**src/rtl/ysyx_23060124_axi_arbiter_pkg.sv**
```systemverilog
// Shared types and defaults for the IFU/LSU to SRAM AXI arbiter.
// State encodings double as the externally visible grant code.
package ysyx_23060124_axi_arbiter_pkg;

   localparam int YSYX_23060124_ADDR_W = 32;
   localparam int YSYX_23060124_DATA_W = 32;

   typedef enum logic [1:0] {
      IDLE   = 2'd0,
      IFU_RD = 2'd1,
      LSU_RD = 2'd2,
      LSU_WR = 2'd3
   } arb_state_e;

   // LSU write beats LSU read beats IFU, unless the IFU was just passed over
   function automatic arb_state_e pick_owner(
      input logic last_lsu,
      input logic ifu_req,
      input logic lsu_rd_req,
      input logic lsu_wr_req
   );
      if (last_lsu && ifu_req)
         return IFU_RD;
      else if (lsu_wr_req)
         return LSU_WR;
      else if (lsu_rd_req)
         return LSU_RD;
      else if (ifu_req)
         return IFU_RD;
      else
         return IDLE;
   endfunction

endpackage

```
**src/rtl/ysyx_23060124_axi_mux.sv**
```systemverilog
// Channel steering between the two upstream masters and the SRAM slave.
// Purely combinational; the owner and per-grant done flags come from the FSM.
module ysyx_23060124_axi_mux
   import ysyx_23060124_axi_arbiter_pkg::*;
#(
   parameter int ADDR_W = YSYX_23060124_ADDR_W,
   parameter int DATA_W = YSYX_23060124_DATA_W
) (
   input  arb_state_e          grant,
   input  logic                ar_done,
   input  logic                aw_done,
   input  logic                w_done,

   input  logic [ADDR_W-1:0]   ifu_araddr,
   input  logic                ifu_arvalid,
   output logic                ifu_arready,
   output logic [DATA_W-1:0]   ifu_rdata,
   output logic [1:0]          ifu_rresp,
   output logic                ifu_rvalid,
   input  logic                ifu_rready,

   input  logic [ADDR_W-1:0]   lsu_araddr,
   input  logic                lsu_arvalid,
   output logic                lsu_arready,
   output logic [DATA_W-1:0]   lsu_rdata,
   output logic [1:0]          lsu_rresp,
   output logic                lsu_rvalid,
   input  logic                lsu_rready,
   input  logic [ADDR_W-1:0]   lsu_awaddr,
   input  logic                lsu_awvalid,
   output logic                lsu_awready,
   input  logic [DATA_W-1:0]   lsu_wdata,
   input  logic [DATA_W/8-1:0] lsu_wstrb,
   input  logic                lsu_wvalid,
   output logic                lsu_wready,
   output logic [1:0]          lsu_bresp,
   output logic                lsu_bvalid,
   input  logic                lsu_bready,

   output logic [ADDR_W-1:0]   s_araddr,
   output logic                s_arvalid,
   input  logic                s_arready,
   input  logic [DATA_W-1:0]   s_rdata,
   input  logic [1:0]          s_rresp,
   input  logic                s_rvalid,
   output logic                s_rready,
   output logic [ADDR_W-1:0]   s_awaddr,
   output logic                s_awvalid,
   input  logic                s_awready,
   output logic [DATA_W-1:0]   s_wdata,
   output logic [DATA_W/8-1:0] s_wstrb,
   output logic                s_wvalid,
   input  logic                s_wready,
   input  logic [1:0]          s_bresp,
   input  logic                s_bvalid,
   output logic                s_bready
);

   always_comb begin
      s_araddr    = '0;
      s_arvalid   = 1'b0;
      s_rready    = 1'b0;
      s_awaddr    = '0;
      s_awvalid   = 1'b0;
      s_wdata     = '0;
      s_wstrb     = '0;
      s_wvalid    = 1'b0;
      s_bready    = 1'b0;
      ifu_arready = 1'b0;
      ifu_rdata   = '0;
      ifu_rresp   = 2'b00;
      ifu_rvalid  = 1'b0;
      lsu_arready = 1'b0;
      lsu_rdata   = '0;
      lsu_rresp   = 2'b00;
      lsu_rvalid  = 1'b0;
      lsu_awready = 1'b0;
      lsu_wready  = 1'b0;
      lsu_bresp   = 2'b00;
      lsu_bvalid  = 1'b0;
      unique case (grant)
         IFU_RD: begin
            s_araddr    = ifu_araddr;
            s_arvalid   = ifu_arvalid && !ar_done;
            ifu_arready = s_arready && !ar_done;
            s_rready    = ifu_rready;
            ifu_rdata   = s_rdata;
            ifu_rresp   = s_rresp;
            ifu_rvalid  = s_rvalid;
         end
         LSU_RD: begin
            s_araddr    = lsu_araddr;
            s_arvalid   = lsu_arvalid && !ar_done;
            lsu_arready = s_arready && !ar_done;
            s_rready    = lsu_rready;
            lsu_rdata   = s_rdata;
            lsu_rresp   = s_rresp;
            lsu_rvalid  = s_rvalid;
         end
         LSU_WR: begin
            s_awaddr    = lsu_awaddr;
            s_awvalid   = lsu_awvalid && !aw_done;
            lsu_awready = s_awready && !aw_done;
            s_wdata     = lsu_wdata;
            s_wstrb     = lsu_wstrb;
            s_wvalid    = lsu_wvalid && !w_done;
            lsu_wready  = s_wready && !w_done;
            s_bready    = lsu_bready;
            lsu_bresp   = s_bresp;
            lsu_bvalid  = s_bvalid;
         end
         default: ;
      endcase
   end

endmodule

```
**src/rtl/ysyx_23060124_axi_arbiter.sv**
```systemverilog
// Single-owner AXI arbiter: IFU read, LSU read and LSU write share one SRAM.
// Ownership is held until the response handshake, however long that takes.
module ysyx_23060124_axi_arbiter
   import ysyx_23060124_axi_arbiter_pkg::*;
#(
   parameter int ADDR_W = YSYX_23060124_ADDR_W,
   parameter int DATA_W = YSYX_23060124_DATA_W
) (
   input  logic                clk,
   input  logic                rst,

   input  logic [ADDR_W-1:0]   ifu_araddr,
   input  logic                ifu_arvalid,
   output logic                ifu_arready,
   output logic [DATA_W-1:0]   ifu_rdata,
   output logic [1:0]          ifu_rresp,
   output logic                ifu_rvalid,
   input  logic                ifu_rready,

   input  logic [ADDR_W-1:0]   lsu_araddr,
   input  logic                lsu_arvalid,
   output logic                lsu_arready,
   output logic [DATA_W-1:0]   lsu_rdata,
   output logic [1:0]          lsu_rresp,
   output logic                lsu_rvalid,
   input  logic                lsu_rready,
   input  logic [ADDR_W-1:0]   lsu_awaddr,
   input  logic                lsu_awvalid,
   output logic                lsu_awready,
   input  logic [DATA_W-1:0]   lsu_wdata,
   input  logic [DATA_W/8-1:0] lsu_wstrb,
   input  logic                lsu_wvalid,
   output logic                lsu_wready,
   output logic [1:0]          lsu_bresp,
   output logic                lsu_bvalid,
   input  logic                lsu_bready,

   output logic [ADDR_W-1:0]   s_araddr,
   output logic                s_arvalid,
   input  logic                s_arready,
   input  logic [DATA_W-1:0]   s_rdata,
   input  logic [1:0]          s_rresp,
   input  logic                s_rvalid,
   output logic                s_rready,
   output logic [ADDR_W-1:0]   s_awaddr,
   output logic                s_awvalid,
   input  logic                s_awready,
   output logic [DATA_W-1:0]   s_wdata,
   output logic [DATA_W/8-1:0] s_wstrb,
   output logic                s_wvalid,
   input  logic                s_wready,
   input  logic [1:0]          s_bresp,
   input  logic                s_bvalid,
   output logic                s_bready,

   output logic [1:0]          grant
);

   arb_state_e state;
   logic       last_lsu;
   logic       ar_done;
   logic       aw_done;
   logic       w_done;
   logic       r_hs;
   logic       b_hs;

   assign grant = state;
   assign r_hs  = s_rvalid && s_rready;
   assign b_hs  = s_bvalid && s_bready;

   always_ff @(posedge clk) begin
      if (rst) begin
         state    <= IDLE;
         last_lsu <= 1'b0;
         ar_done  <= 1'b0;
         aw_done  <= 1'b0;
         w_done   <= 1'b0;
      end else begin
         unique case (state)
            IDLE: begin
               state   <= pick_owner(last_lsu, ifu_arvalid, lsu_arvalid,
                                     lsu_awvalid || lsu_wvalid);
               ar_done <= 1'b0;
               aw_done <= 1'b0;
               w_done  <= 1'b0;
            end
            IFU_RD, LSU_RD: begin
               if (s_arvalid && s_arready)
                  ar_done <= 1'b1;
               if (r_hs) begin
                  state    <= IDLE;
                  last_lsu <= (state == LSU_RD);
               end
            end
            LSU_WR: begin
               if (s_awvalid && s_awready)
                  aw_done <= 1'b1;
               if (s_wvalid && s_wready)
                  w_done <= 1'b1;
               if (b_hs) begin
                  state    <= IDLE;
                  last_lsu <= 1'b1;
               end
            end
            default: state <= IDLE;
         endcase
      end
   end

   ysyx_23060124_axi_mux #(
      .ADDR_W (ADDR_W),
      .DATA_W (DATA_W)
   ) u_mux (
      .grant       (state),
      .ar_done     (ar_done),
      .aw_done     (aw_done),
      .w_done      (w_done),
      .ifu_araddr  (ifu_araddr),
      .ifu_arvalid (ifu_arvalid),
      .ifu_arready (ifu_arready),
      .ifu_rdata   (ifu_rdata),
      .ifu_rresp   (ifu_rresp),
      .ifu_rvalid  (ifu_rvalid),
      .ifu_rready  (ifu_rready),
      .lsu_araddr  (lsu_araddr),
      .lsu_arvalid (lsu_arvalid),
      .lsu_arready (lsu_arready),
      .lsu_rdata   (lsu_rdata),
      .lsu_rresp   (lsu_rresp),
      .lsu_rvalid  (lsu_rvalid),
      .lsu_rready  (lsu_rready),
      .lsu_awaddr  (lsu_awaddr),
      .lsu_awvalid (lsu_awvalid),
      .lsu_awready (lsu_awready),
      .lsu_wdata   (lsu_wdata),
      .lsu_wstrb   (lsu_wstrb),
      .lsu_wvalid  (lsu_wvalid),
      .lsu_wready  (lsu_wready),
      .lsu_bresp   (lsu_bresp),
      .lsu_bvalid  (lsu_bvalid),
      .lsu_bready  (lsu_bready),
      .s_araddr    (s_araddr),
      .s_arvalid   (s_arvalid),
      .s_arready   (s_arready),
      .s_rdata     (s_rdata),
      .s_rresp     (s_rresp),
      .s_rvalid    (s_rvalid),
      .s_rready    (s_rready),
      .s_awaddr    (s_awaddr),
      .s_awvalid   (s_awvalid),
      .s_awready   (s_awready),
      .s_wdata     (s_wdata),
      .s_wstrb     (s_wstrb),
      .s_wvalid    (s_wvalid),
      .s_wready    (s_wready),
      .s_bresp     (s_bresp),
      .s_bvalid    (s_bvalid),
      .s_bready    (s_bready)
   );

endmodule

```
**config.mk**
```make
export PLATFORM = sky130hd
export DESIGN_NAME = ysyx_23060124_axi_arbiter
export DESIGN_NICKNAME = d
export VERILOG_FILES = /design/src/rtl/ysyx_23060124_axi_arbiter_pkg.sv /design/src/rtl/ysyx_23060124_axi_mux.sv /design/src/rtl/ysyx_23060124_axi_arbiter.sv
export SDC_FILE = /design/constraint.sdc
export NUM_CORES = 1
export LEC_CHECK = 0
export CAP_MARGIN = 20
export CORE_AREA = 8 8 136 138
export CTS_CLUSTER_DIAMETER = 150
export DETAILED_ROUTE_END_ITERATION = 8
export DIE_AREA = 0 0 144 146
export PLACE_DENSITY = 0.52
export SLEW_MARGIN = 10
export SYNTH_ARGS = -nofsm -noshare
export SYNTH_HDL_FRONTEND = slang
export SYNTH_SLANG_ARGS = --single-unit
```
**constraint.sdc**
```tcl
create_clock -name clk -period 2.2 [get_ports clk]
set_input_delay 0.55 -clock clk [delete_from_list [all_inputs] [get_ports clk]]
set_output_delay 0.55 -clock clk [all_outputs]
set_load 0.01 [all_outputs]
```
==> results.md <==
- Status: complete, no violations
- Final Core Density: 35.5%
- Share of the synthesized area in the top cell type: approximately half
- Normalized max-slew margin: 79.3%
- Worst Path Arrival: 1610 ps
- Sequential area share after synthesis: 6.69%
- Max stage delay on crit path: between 300 and 400 ps
- Syn nets: 439
- Critical-path cell list: buf_4 -> ha_4 -> buf_4 -> buf_12 -> and2_1 -> dlygate4sd2_1
- Post-layout power: 2.93 mW
- R2R Setup Slk: 450 ps
- Antenna Cells: 0
- Total of warnings raised by yosys: 0
- Worst hold path depth: 2
- Gr usage total: 13.4%
- Routed WL per cell: 17.9 um
- Most used cell, CP: buf_4
- Max Clock Freq: 0.464 GHz
- Clock root buffer: clkbuf_16
- CTS tree: done
- Initial core utilization: between 10 and 15%
- Worst r2r src: grant[1]$_SDFFE_PP0P_
- Mean cell area of the mapped netlist: 7.09 sq um
- First-pass GRT wire length: 22.1 mm
- DR iter-0 viols: 56
- Die Y: 146 um
- Dpl cells: 845
- Clk_skew: 1.84 ps
- Crit Path Max Fanout: 18
- Worst-Margin Slew: 310 ps
- Post-DRT Antenna Nets: 0
- CTS HTree Levels: 1
- Worst reg2reg path depth: 8
- Post-DR vias/cell: 3.84
- Final Non-Filler Cells: 857
- Syn Inst Count: 253
- Max-Cap Viols: 0
- Placement Rows: 47
- Min Tclk post-route: 2160 ps
- Setup TNS: 0 ps
- I/O Buffers: 365
- Leading cell type in the layout, fill and taps excluded: clkdlybuf4s50_1
- Fin crit share: 98.0%
- Post-Route WL: about 15 mm
- Worst VDD drop: 0.193 mV
- Vias: 3294
- Longest Clk Path Bufs: 2
- Critical Path Slowest Stage Cell: dfxtp_4
- Worst hold path type: reg2reg
- Clk pin slew, worst setup/hold paths: 40 ps
- Grt met3 use: 5.84%
- Gr busiest metal: met2
- Clock Sinks: 6
- Final Slew Violations: 0
- Synthesized cell area: between 0.0015 and 0.002 sq mm
- Drt pass-1 iters: 4
- RR Endpoint: grant[0]$_SDFFE_PP0P_
- WP data required: 1650 ps
- I/O pin count: ~370
- Total CTS buffers: 3
- DP HPWL: between 10 and 15 mm
- LEAKAGE: approximately 2.9 nW
- Count of final hold-check violations: 0
- Hold Crit Start: w_done$_SDFFE_PP0P_
- Largest net degree at the start of global routing: 26
- Met2 Usage GRT: 26.5%
- Placed cell areas: 0.00587 sq mm
- Critical Path End Type: primary output
- Fin nets: 825
- Die X: 144 um
- Worst skew pair latency: 230 ps
- Post-route cell area: 0.00579 sq mm
- RSZ-0062 raised after global routing: true
- Placeable core area: 0.0163 sq mm
- Setup violators final: 0
- Synth cell types: 32
- GP Congestion: a little under 0.9
- Critical path class: reg2out
- Pwr dens: 507 mW/mm^2
- CP Launch Type: register
- Routing usage on met1: 12.8%
- Most frequent cells in the layout: 183 x clkdlybuf4s50_1, 136 x and2_1, 85 x dlygate4sd2_1
- # DRC: 0
- Antenna violations before repair: 0
- Worst hold path endpoint: w_done$_SDFFE_PP0P_
- Share of post-route cells with drive strength above 1: 19.0%
- Main area contributors after synthesis: and2_1 48%, a22o_1 16%, dfxtp_1 6.7%
- Hold Buf Count CTS: 0
- Die area: 0.0210 sq mm
- Number of global-route vias before repair: 3654
- Yosys top cell by area: and2_1
- Total grt overflow: 0
- Area Overhead vs Synth: 222%
- Seq cells post-synth: 6
## sequential cells by signal, indices dropped and copies added, names as in the netlist
name	flops
w_done	1
ar_done	1
last_lsu	1
aw_done	1
grant	2
## critical path, delay by kind of cell, from the launching register on
family	cells	cell delay [ps]
adder cells (fa/ha/maj)	1	190
buffers and inverters	4	710
flip-flops	1	340
AND/OR/NAND/NOR	1	130
## synthesized netlist by cell type, drive strengths merged
cell type  count
nand2          3
a21oi          6
nor3           1
o31ai          2
a22o          32
nand4          1
inv            4
mux2i          1
a221oi         1
nand2b         1
a22oi          2
clkbuf        13
or3            1
a21o           1
a211o          1
o21ai          3
nand3          2
ha             4
buf           12
and2         144
nor2b          2
nor2           2
nor3b          2
dfxtp          6
and3b          6
## cells by family (layout without fill, tap and decap cells)
group	count (synthesis)	after routing	share of synthesized area, %
DFF	6	6	6.69
and+or+nand+nor	165	165	58.3
adders and majority gates	4	4	2.79
buffers and inverters	29	413	9.00
muxes	1	1	0.558
AOI/OAI and AO/OA	48	48	22.7
## cell type report
class | count | area (sq um)
Fill cell | 1783 | 10500
Timing Repair Buffer | 406 | 3720
Multi-Input combinational cell | 218 | 1570
Tap cell | 220 | 275
Sequential cell | 6 | 125
Clock buffer | 3 | 75.1
Inverter | 4 | 17.5
## how the worst max path moves through the flow
stage	slack [ps]	to	from
finish	40	s_awaddr[19]	grant[1]$_SDFFE_PP0P_
global route	-7	s_awaddr[31]	grant[1]$_SDFFE_PP0P_
CTS	0.3	s_wvalid	grant[1]$_SDFFE_PP0P_
detailed placement	-360	s_arvalid	lsu_arvalid
global placement	-350	s_arvalid	lsu_arvalid
floorplan	90	s_araddr[0]	grant[0]$_SDFFE_PP0P_
## stage by stage
step | worst slack, ps | hold WS [ps]
after global placement | -350 | 486
after floorplan | 89.6 | 452
final | 44.7 | 493
after detailed placement | -358 | 500
after global routing | -7.07 | 532
after CTS | 0.309 | 505
## power by group
| group | total (mW) | switching (mW) | internal [mW] |
|---|---|---|---|
| logic | 2.47 | 1.09 | 1.38 |
| clock network | 0.300 | 0.0661 | 0.234 |
| registers | 0.161 | 0.0230 | 0.138 |
| total | 2.93 | 1.18 | 1.75 |
## timing repair
item,in CTS,in global routing
resized for setup,327,70
buffers inserted,5,2
cloned,2,0
pin swaps,2,1
setup endpoints to repair,182,46
hold endpoints to repair,0,0
## per-layer routing
metal  wire, um  share of wire [%]
met1       5390                 35
met2       7910                 52
met3       1960                 13
met4         62               0.40
met5          0                  0
Note: power is estimated with default switching activity, not from simulation.
